<file path="src/rtl/brs_seq_ctl.sv">
// rtl/brs_seq_ctl.sv - sequencing front-end for an 8-bit 3-level log right shifter
// Splits large shift amounts into passes of at most 7 and returns the result over valid/ready.
module brs_seq_ctl #(
  parameter int SAW = 4
) (
  input  logic           clk,
  input  logic           rst,
  input  logic           req_valid,
  output logic           req_ready,
  input  logic [7:0]     req_data,
  input  logic [SAW-1:0] req_shamt,
  output logic [7:0]     sh_x,
  output logic [2:0]     sh_ct,
  input  logic [7:0]     sh_y,
  output logic           rsp_valid,
  input  logic           rsp_ready,
  output logic [7:0]     rsp_data,
  output logic           busy
);

  typedef enum logic [1:0] {
    S_IDLE,
    S_SHIFT,
    S_HOLD
  } state_t;

  state_t         r_state;
  logic [7:0]     r_acc;
  logic [SAW-1:0] r_rem;
  logic           r_rsp_valid;
  logic           r_busy;

  logic [2:0]     w_chunk;
  logic [SAW-1:0] w_rem_next;

  // Largest pass the 3-level shifter supports is 7; the final pass takes the remainder.
  assign w_chunk    = (r_rem > SAW'(7)) ? 3'd7 : r_rem[2:0];
  assign w_rem_next = r_rem - SAW'(w_chunk);

  assign req_ready = (r_state == S_IDLE) && !rst;
  assign sh_x      = r_acc;
  assign sh_ct     = (r_state == S_SHIFT) ? w_chunk : 3'd0;
  assign rsp_valid = r_rsp_valid;
  assign rsp_data  = r_acc;
  assign busy      = r_busy;

  always_ff @(posedge clk) begin
    if (rst) begin
      r_state     <= S_IDLE;
      r_acc       <= 8'd0;
      r_rem       <= '0;
      r_rsp_valid <= 1'b0;
      r_busy      <= 1'b0;
    end else begin
      case (r_state)
        S_IDLE: begin
          if (req_valid) begin
            r_acc  <= req_data;
            r_rem  <= req_shamt;
            r_busy <= 1'b1;
            if (req_shamt == '0) begin
              r_state     <= S_HOLD;
              r_rsp_valid <= 1'b1;
            end else begin
              r_state <= S_SHIFT;
            end
          end
        end
        S_SHIFT: begin
          // Shifter is combinational: sh_y already reflects sh_x/sh_ct on this edge.
          r_acc <= sh_y;
          r_rem <= w_rem_next;
          if (w_rem_next == '0) begin
            r_state     <= S_HOLD;
            r_rsp_valid <= 1'b1;
          end
        end
        S_HOLD: begin
          if (rsp_ready) begin
            r_state     <= S_IDLE;
            r_rsp_valid <= 1'b0;
            r_busy      <= 1'b0;
          end
        end
        default: begin
          r_state     <= S_IDLE;
          r_rsp_valid <= 1'b0;
          r_busy      <= 1'b0;
        end
      endcase
    end
  end

endmodule

</file>
<file path="config.mk">
export PLATFORM = sky130hd
export DESIGN_NAME = brs_seq_ctl
export DESIGN_NICKNAME = d
export VERILOG_FILES = /design/src/rtl/brs_seq_ctl.sv
export SDC_FILE = /design/constraint.sdc
export NUM_CORES = 1
export LEC_CHECK = 0
export CORE_MARGIN = 1.5
export CORE_UTILIZATION = 31
export DETAILED_ROUTE_END_ITERATION = 10
export GPL_TIMING_DRIVEN = 0
export PLACE_DENSITY = 0.75
export SYNTH_ARGS = -nofsm -noshare
export SYNTH_HDL_FRONTEND = slang
export SYNTH_SLANG_ARGS = --single-unit
</file>
<file path="constraint.sdc">
create_clock -name clk -period 1.4 [get_ports clk]
set_input_delay 0.14 -clock clk [delete_from_list [all_inputs] [get_ports clk]]
set_output_delay 0.14 -clock clk [all_outputs]
set_load 0.01 [all_outputs]
</file>
==> flow_summary.rst, run 1 <==
.. list-table::
   :header-rows: 1

   * - Metric
     - Value
   * - Portion of total power attributed to combinational logic
     - 0.517
   * - CTS Root Buffer Type
     - sky130_fd_sc_hd__clkbuf_4
   * - Residual DRC count
     - 0
   * - Clock period minus worst slack
     - 1.40 ns
   * - Number of port buffers
     - 44
   * - Number of stages on the worst hold path
     - 2
   * - Initial detailed-routing violation count
     - 44
   * - Number of detailed-route iterations in the first pass
     - 4
   * - Critical path's largest stage delay
     - ~0.34 ns
   * - Height of the chip
     - between 50 and 60 um
   * - Combined global-route utilization of all metal layers
     - 0.170
   * - Setup repair after global routing missed its margin
     - true
   * - Tot Pwr
     - ~2000 uW
   * - Total overflow reported by the global router
     - 0
   * - Clock tree from TritonCTS
     - yes
   * - Number of nets in the layout
     - slightly above 200
   * - Post-route clock period utilization
     - 1.00
   * - Maximum fanout encountered on the critical timing path
     - 5
   * - Minimum setup slack in the final design
     - -0.00353 ns
   * - Largest net degree at the start of global routing
     - 11
   * - Seq pwr share
     - 0.314
   * - Yosys warnings
     - 0
   * - Average wire per cell in the routed design
     - approximately 14 um
   * - Critical path cell sequence
     - buf_6 -> nand2b_4 -> ha_4 -> nor2b_1 -> a311o_1 -> nand2b_1 -> o22ai_1
   * - Internal Pwr Total
     - about 1300 uW
   * - Worst VDD drop
     - 0.000404 V
   * - First-pass GRT wire length
     - about 4500 um
   * - Data required time at the worst endpoint
     - roughly 1.6 ns
   * - Total negative slack
     - -0.00353 ns
   * - Length in cells of the worst reg-to-reg path
     - 7
   * - Multi-input combinational cell area
     - 589 sq um
   * - Count of different cell masters after synthesis
     - 27
   * - Final count of negative-setup-slack endpoints
     - 1
   * - Switching power share of the total
     - 0.352
   * - Post-CTS Hold Buffers
     - 0
   * - Clock insertion delay at the later pin of the skew report
     - 0.31 ns
   * - Maximum buffer depth of the clock tree
     - 2
   * - Post-synth design cell area
     - 966 sq um
   * - Die area
     - roughly 3500 sq um
   * - Fill cell instance count of the final layout
     - ~270
   * - Endpoints failing hold
     - 0
   * - Starting Density
     - 0.322
   * - Net count after synthesis
     - 144
   * - Number of H-tree branching levels
     - 1
   * - Total vias in the final route
     - 1079
   * - Kind of path behind the tightest hold check
     - input pin to flop
   * - Number of standard-cell rows in the floorplan
     - 20
   * - Startpoint of the tightest hold check path
     - rst
   * - Core Region
     - between 3000 and 4000 sq um
   * - Count of final max-slew check failures
     - 0
   * - Status
     - complete, but fails checks
   * - Final weighted congestion of routability-driven global placement
     - between 0.8 and 0.9
   * - Wirelength, routed
     - between 2000 and 3000 um
   * - Fmax
     - 0.712 GHz
   * - Area added between synthesis and finish
     - 72.0%
   * - Detailed-placement wirelength estimate
     - between 1500 and 2000 um
   * - Max-Cap Viols
     - 0
   * - Post-synthesis area per instance
     - just over 8 sq um
   * - Area of all sequential standard cells
     - approximately 340 sq um
   * - Via count of the first global-routing pass
     - between 1k and 1.5k
   * - Relative slew slack
     - 0.720
   * - Transition at the pin with the smallest max-transition slack
     - 0.416 ns
   * - Flip-flop and latch count after synthesis
     - 16
   * - Diodes inserted
     - 0
   * - Num Clock Sinks
     - 16
   * - Die X-Extent
     - around 59 um
   * - Total buffers and inverters traversed by the critical path
     - 1
   * - CP endpoint kind
     - flop
   * - Internal reg-to-reg setup slack
     - -0.004 ns
   * - Gate count after technology mapping
     - between 100 and 150
   * - Worst hold path endpoint
     - rsp_data[6]
   * - Share of cells above drive strength 1
     - 0.384
   * - Leakage power total
     - ~0.00071 uW
   * - Data arrival at the endpoint of the critical path
     - approximately 1.6 ns
   * - Detail Route Antenna Nets
     - 0
   * - Power per unit of standard cell area
     - between 1000 and 1500 nW/um^2
   * - Start of the worst register-to-register path
     - r_rem[3]
   * - Antenna violations before repair
     - 0
   * - Delay-heaviest family, CP
     - compound AO/OA/AOI/OAI gates
   * - Failing checks
     - setup timing
   * - Portion of the post-synthesis area used by sequential elements
     - 0.332
   * - Clock network fraction of total power
     - 0.169
   * - Worst path slowest cell
     - sky130_fd_sc_hd__dfxtp_2
   * - Fin Clk Skew
     - roughly 0.0039 ns
   * - Post-DR vias/cell
     - around 5.1
   * - Number of buffers created by CTS
     - 3
   * - Clock transition at path regs
     - approximately 0.10 ns
   * - Switching power
     - ~700 uW
   * - Setup crit start kind
     - flop
   * - Critical setup path kind
     - flop to flop
   * - Ports placed on the boundary
     - 46
   * - Endpoint of the lowest-slack register-to-register path
     - rsp_valid
[timing repair]
action                     4_1_cts  5_1_grt
setup endpoints to repair       15        9
pin swaps                        3        4
gates cloned                     1        1
buffers inserted                 3        5
gates resized for setup         45       12
[state kept, by name, indices dropped and copies added, names as in the netlist]
| register | cells |
|---|---|
| r_rem | 4 |
| r_state | 2 |
| rsp_data | 8 |
| rsp_valid | 1 |
| busy | 1 |
[routing by layer]
metal | routed length (um) | vias to the layer above | track usage
li1 | - | 520 | -
met1 | 1190 | 505 | 0.186
met5 | 0 | - | 0
met4 | 66 | 0 | 0.0682
met2 | 1500 | 47 | 0.306
met3 | 237 | 7 | 0.0462
[per-stage QoR]
step | worst slack (ns) | instance area [sq um] | std cells | utilization | hold slack (ns)
6_report | -0.00353 | 1660 | 210 | 0.553 | 0.166
5_1_grt | -0.0731 | 1660 | 210 | 0.553 | 0.172
4_1_cts | 0.00276 | 1560 | 204 | 0.518 | 0.167
3_5_place_dp | -0.236 | 1450 | 196 | 0.484 | 0.463
3_3_place_gp | -0.209 | 1450 | 196 | 0.484 | 0.466
2_1_floorplan | 0.000895 | 971 | 119 | - | 0.313
[synth_stat cells]
library cell | count | area (sq um)
sky130_fd_sc_hd__a211oi_1 | 2 | 15.0
sky130_fd_sc_hd__a21oi_1 | 4 | 20.0
sky130_fd_sc_hd__a311o_1 | 1 | 10.0
sky130_fd_sc_hd__a311oi_2 | 9 | 135
sky130_fd_sc_hd__buf_1 | 1 | 3.75
sky130_fd_sc_hd__buf_2 | 5 | 25.0
sky130_fd_sc_hd__buf_4 | 12 | 90.1
sky130_fd_sc_hd__dfxtp_1 | 16 | 320
sky130_fd_sc_hd__ha_1 | 1 | 12.5
sky130_fd_sc_hd__mux2i_1 | 1 | 10.0
sky130_fd_sc_hd__nand2_1 | 21 | 78.8
sky130_fd_sc_hd__nand2b_1 | 4 | 25.0
sky130_fd_sc_hd__nand3b_1 | 1 | 7.51
sky130_fd_sc_hd__nand4_1 | 1 | 6.26
sky130_fd_sc_hd__nor2_1 | 22 | 82.6
sky130_fd_sc_hd__nor2_4 | 1 | 11.3
sky130_fd_sc_hd__nor2b_1 | 5 | 31.3
sky130_fd_sc_hd__nor3_1 | 1 | 5.00
sky130_fd_sc_hd__nor3_2 | 1 | 10.0
sky130_fd_sc_hd__nor4_1 | 1 | 6.26
sky130_fd_sc_hd__o21ai_0 | 3 | 15.0
sky130_fd_sc_hd__o21ai_1 | 1 | 5.00
sky130_fd_sc_hd__o21bai_1 | 1 | 7.51
sky130_fd_sc_hd__o221ai_1 | 1 | 8.76
sky130_fd_sc_hd__o22ai_1 | 1 | 6.26
sky130_fd_sc_hd__o31a_1 | 1 | 8.76
sky130_fd_sc_hd__xnor2_1 | 1 | 8.76
[worst max path at each step]
stage               cells after the start         to        from
CTS                                     5   sh_ct[2]  r_state[1]
global placement                        4  req_ready         rst
detailed placement                      4  req_ready         rst
floorplan                               7  rsp_valid    r_rem[3]
finish                                  7  rsp_valid    r_rem[3]
global route                            7  rsp_valid    r_rem[3]
[cells by family (layout without fill, tap and decap cells)]
| group | Yosys count | in the layout | share of synthesized area |
|---|---|---|---|
| mux | 1 | 1 | 0.0104 |
| fa+ha+maj | 1 | 1 | 0.0130 |
| flops | 16 | 16 | 0.332 |
| xor+xnor | 1 | 1 | 0.00907 |
| simple gates | 58 | 58 | 0.273 |
| buf+inv | 18 | 76 | 0.123 |
| compound gates | 24 | 24 | 0.240 |
[cell type report]
class	count	share of cell area
Buffer	18	0.0858
Clock buffer	4	0.0218
Multi-Input combinational cell	85	0.355
Sequential cell	16	0.203
Tap cell	33	0.0248
Timing Repair Buffer	54	0.310
[cells in the final DEF, fill, tap and decap left out]
cell type	instances
sky130_fd_sc_hd__buf_4	19
sky130_fd_sc_hd__clkdlybuf4s50_1	31
sky130_fd_sc_hd__buf_2	6
sky130_fd_sc_hd__mux2i_1	1
sky130_fd_sc_hd__nor2_4	3
sky130_fd_sc_hd__dfxtp_2	13
sky130_fd_sc_hd__o21bai_1	1
sky130_fd_sc_hd__nor3_2	2
sky130_fd_sc_hd__nor4_1	1
sky130_fd_sc_hd__buf_6	4
sky130_fd_sc_hd__nand4_1	1
sky130_fd_sc_hd__ha_4	1
sky130_fd_sc_hd__dlymetal6s2s_1	1
sky130_fd_sc_hd__buf_8	1
sky130_fd_sc_hd__o221ai_1	1
sky130_fd_sc_hd__nand2b_4	3
sky130_fd_sc_hd__nand2_1	21
sky130_fd_sc_hd__a211oi_1	2
sky130_fd_sc_hd__a311oi_2	9
sky130_fd_sc_hd__o31a_1	1
sky130_fd_sc_hd__dfxtp_1	3
sky130_fd_sc_hd__nand2b_1	1
sky130_fd_sc_hd__nand3b_1	1
sky130_fd_sc_hd__dlygate4sd2_1	8
sky130_fd_sc_hd__o21ai_1	1
sky130_fd_sc_hd__clkbuf_8	1
sky130_fd_sc_hd__xnor2_2	1
sky130_fd_sc_hd__o21ai_0	3
sky130_fd_sc_hd__nor2_1	20
sky130_fd_sc_hd__o22ai_1	1
sky130_fd_sc_hd__a21oi_1	4
sky130_fd_sc_hd__clkbuf_16	1
sky130_fd_sc_hd__a311o_1	1
sky130_fd_sc_hd__clkbuf_4	4
sky130_fd_sc_hd__nor2b_1	5
[power by group through the flow]
stage | clock network [uW] | logic (uW) | registers [uW]
floorplan | 0 | 489 | 619
global placement | 0 | 839 | 602
detailed placement | 0 | 857 | 606
CTS | 328 | 897 | 611
global route | 355 | 1100 | 631
finish | 332 | 1010 | 616
Note: power is estimated with default switching activity, not from simulation.
==> run 2: changes to the inputs <==
--- a/config.mk
+++ b/config.mk
@@ -5,6 +5,7 @@
 export SDC_FILE = /design/constraint.sdc
 export NUM_CORES = 1
 export LEC_CHECK = 0
+export CAP_MARGIN = 20
 export CORE_MARGIN = 1.5
 export CORE_UTILIZATION = 31
 export DETAILED_ROUTE_END_ITERATION = 10
==> results of run 2 <==
No change in the layout: final DEF, timing and power equal those of run 1.
==> run 3: changes to the inputs <==
--- a/config.mk
+++ b/config.mk
@@ -14,3 +14,4 @@
 export SYNTH_ARGS = -nofsm -noshare
 export SYNTH_HDL_FRONTEND = slang
 export SYNTH_SLANG_ARGS = --single-unit
+export TNS_END_PERCENT = 10
==> flow_summary.rst, run 3 (synthesis results as in run 1) <==
.. list-table::
   :header-rows: 1

   * - Metric
     - Value
   * - Status
     - complete, but fails checks (unchanged)
   * - Failing checks
     - setup timing (unchanged)
   * - Endpoint of the lowest-slack register-to-register path
     - rsp_valid (unchanged)
   * - Length in cells of the worst reg-to-reg path
     - 7 (unchanged)
   * - Setup crit start kind
     - flop (unchanged)
   * - Average wire per cell in the routed design
     - 13.2 um (was 14.2 um)
   * - Leakage power total
     - 0.000661 uW (was 0.000707 uW)
   * - Minimum setup slack in the final design
     - -0.0401 ns (was -0.00353 ns)
   * - Fmax
     - 0.694 GHz (was 0.712 GHz)
   * - Fin Clk Skew
     - 0.00252 ns (was 0.00387 ns)
   * - Commonest non-fill, non-tap cell in the layout
     - sky130_fd_sc_hd__clkdlybuf4s50_1 (unchanged)
   * - Critical path cell sequence
     - buf_6 -> nand2b_4 -> ha_4 -> nor2b_1 -> a311o_1 -> nand2b_1 -> o22ai_1 (unchanged)
   * - Endpoints failing hold
     - 0 (unchanged)
   * - Number of stages on the worst hold path
     - 2 (unchanged)
   * - Die X-Extent
     - 58.8 um (unchanged)
   * - Maximum fanout encountered on the critical timing path
     - 4 (was 5)
   * - Critical setup path kind
     - flop to flop (unchanged)
   * - Final count of negative-setup-slack endpoints
     - 3 (was 1)
   * - Worst path depth
     - 7 (unchanged)
   * - Largest register FFs
     - 8 (unchanged)
   * - Internal reg-to-reg setup slack
     - -0.04 ns (was -0.004 ns)
   * - Total buffers and inverters traversed by the critical path
     - 1 (unchanged)
   * - CTS Root Buffer Type
     - sky130_fd_sc_hd__clkbuf_4 (unchanged)
   * - Internal Pwr Total
     - 1220 uW (was 1270 uW)
   * - Data arrival at the endpoint of the critical path
     - 1.62 ns (was 1.59 ns)
   * - Clock transition at path regs
     - 0.10 ns (about the same)
   * - Wirelength, routed
     - 2710 um (was 2990 um)
   * - Detail Route Antenna Nets
     - 0 (unchanged)
   * - Via count of the first global-routing pass
     - 1012 (was 1023)
   * - Maximum buffer depth of the clock tree
     - 2 (unchanged)
   * - Portion of total power attributed to combinational logic
     - 0.499 (was 0.517)
   * - Number of H-tree branching levels
     - 1 (unchanged)
   * - Setup crit start
     - r_rem[3] (unchanged)
   * - Combined global-route utilization of all metal layers
     - 0.166 (was 0.170)
   * - Start of the worst register-to-register path
     - r_rem[3] (unchanged)
   * - Initial detailed-routing violation count
     - 61 (was 44)
   * - Total vias in the final route
     - 1055 (was 1079)
   * - Power per unit of standard cell area
     - 1190 nW/um^2 (was 1180 nW/um^2)
   * - Fill cell instance count of the final layout
     - 284 (was 271)
   * - Share of cells above drive strength 1
     - 0.405 (was 0.384)
   * - Largest net degree at the start of global routing
     - 11 (unchanged)
   * - Data required time at the worst endpoint
     - 1.58 ns (was 1.59 ns)
   * - Clock network fraction of total power
     - 0.174 (was 0.169)
   * - Num Clock Sinks
     - 16 (unchanged)
   * - Core Region
     - 3000 sq um (unchanged)
   * - Diodes inserted
     - 0 (unchanged)
   * - Worst VDD drop
     - 0.000384 V (was 0.000404 V)
   * - Residual DRC count
     - 0 (unchanged)
   * - Setup repair after global routing missed its margin
     - true (unchanged)
   * - Ports placed on the boundary
     - 46 (unchanged)
   * - Count of final max-slew check failures
     - 0 (unchanged)
   * - Die area
     - 3460 sq um (unchanged)
   * - Kind of path behind the tightest hold check
     - input pin to flop (unchanged)
   * - First-pass GRT wire length
     - 4470 um (was 4500 um)
   * - Starting Density
     - 0.322 (unchanged)
   * - Post-DR vias/cell
     - 5.12 (was 5.14)
   * - Number of nets in the layout
     - 199 (was 203)
   * - Final weighted congestion of routability-driven global placement
     - 0.850 (unchanged)
   * - Clock tree from TritonCTS
     - yes (unchanged)
   * - Delay-heaviest family, CP
     - compound AO/OA/AOI/OAI gates (unchanged)
   * - Clock insertion delay at the later pin of the skew report
     - 0.30 ns (was 0.31 ns)
   * - Number of detailed-route iterations in the first pass
     - 4 (unchanged)
   * - Transition at the pin with the smallest max-transition slack
     - 0.395 ns (was 0.416 ns)
   * - Height of the chip
     - 58.8 um (unchanged)
   * - Most frequent cells in the layout
     - 31 x sky130_fd_sc_hd__clkdlybuf4s50_1, 24 x sky130_fd_sc_hd__buf_4, 21 x sky130_fd_sc_hd__nand2_1 (was 31 x sky130_fd_sc_hd__clkdlybuf4s50_1, 21 x sky130_fd_sc_hd__nand2_1, 20 x sky130_fd_sc_hd__nor2_1)
   * - Switching power
     - 646 uW (was 691 uW)
   * - Number of port buffers
     - 44 (unchanged)
   * - Relative slew slack
     - 0.735 (was 0.720)
   * - Number of standard-cell rows in the floorplan
     - 20 (unchanged)
   * - Tot Pwr
     - 1870 uW (was 1960 uW)
   * - Critical Path End
     - rsp_valid (unchanged)
   * - Area added between synthesis and finish
     - 62.8% (was 72.0%)
   * - Post-CTS Hold Buffers
     - 0 (unchanged)
   * - Post-route clock period utilization
     - 1.03 (was 1.00)
   * - Total overflow reported by the global router
     - 0 (unchanged)
   * - Number of buffers created by CTS
     - 3 (unchanged)
   * - Seq pwr share
     - 0.327 (was 0.314)
   * - Antenna violations before repair
     - 0 (unchanged)
   * - Critical path's largest stage delay
     - 0.34 ns (about the same)
   * - Worst path slowest cell
     - sky130_fd_sc_hd__dfxtp_2 (unchanged)
   * - Multi-input combinational cell area
     - 572 sq um (was 589 sq um)
   * - Detailed-placement wirelength estimate
     - 1950 um (unchanged)
   * - Utilization after layout
     - 0.524 (was 0.553)
   * - CP endpoint kind
     - flop (unchanged)
   * - Max-Cap Viols
     - 0 (unchanged)
   * - Clock period minus worst slack
     - 1.44 ns (was 1.40 ns)
   * - Area of all sequential standard cells
     - 335 sq um (was 337 sq um)
   * - Switching power share of the total
     - 0.346 (was 0.352)
-- run 3: cell types whose count changed in the layout (fill, tap and decap cells not counted), moves of 2 or more --
cell                            change
sky130_fd_sc_hd__buf_4              +5
sky130_fd_sc_hd__nor2_4             -2
sky130_fd_sc_hd__dlygate4sd2_1      -8
sky130_fd_sc_hd__nor2_2             +2
sky130_fd_sc_hd__buf_2              +2
-- run 3: how the worst min path moves through the flow --
stage | from | endpoint | slack (ns)
finish | rst | rsp_data[6] | 0.16
global route | rst | r_rem[1] | 0.17
CTS | rst | rsp_data[6] | 0.17
detailed placement | rsp_valid | rsp_valid | 0.46
global placement | busy | busy | 0.47
floorplan | rsp_ready | busy | 0.31
-- run 3: final cells by class --
type                       count  share of cell area
multi-input combinational     85               0.364
clock buffer                   4              0.0231
tap                           33              0.0263
timing repair buffer          50               0.287
buffer                        18              0.0867
sequential                    16               0.213
-- run 3: per-layer routing --
metal,vias up,part of all wire,GRT usage
met4,0,0.012,0.0552
met3,3,0.085,0.0440
li1,509,-,-
met2,48,0.50,0.298
met5,-,0,0
met1,495,0.40,0.188
-- run 3: stage by stage --
stage	cells	TNS [ns]	hold slack [ns]	setup slack [ns]	instance area [sq um]
floorplan	119	0	0.313	0.000895	971
global placement	196	-0.975	0.466	-0.209	1450
detailed placement	196	-1.48	0.463	-0.236	1450
CTS	204	-0.0335	0.167	-0.0176	1530
global route	206	-0.544	0.168	-0.111	1570
finish	206	-0.0803	0.160	-0.0401	1570
-- run 3: repair_timing --
action | 4_1_cts | 5_1_grt
gates cloned | 1 | 0
buffers inserted | 3 | 2
pin swaps | 4 | 3
resized for setup | 43 | 5
endpoints found under the setup margin | 15 | 9
-- run 3: power groups by stage --
stage	Combinational, uW	Sequential [uW]	Clock (uW)
after global placement	839	602	0
after CTS	892	610	328
after detailed placement	857	606	0
after global routing	1020	625	354
final	932	611	324
after floorplan	489	619	0
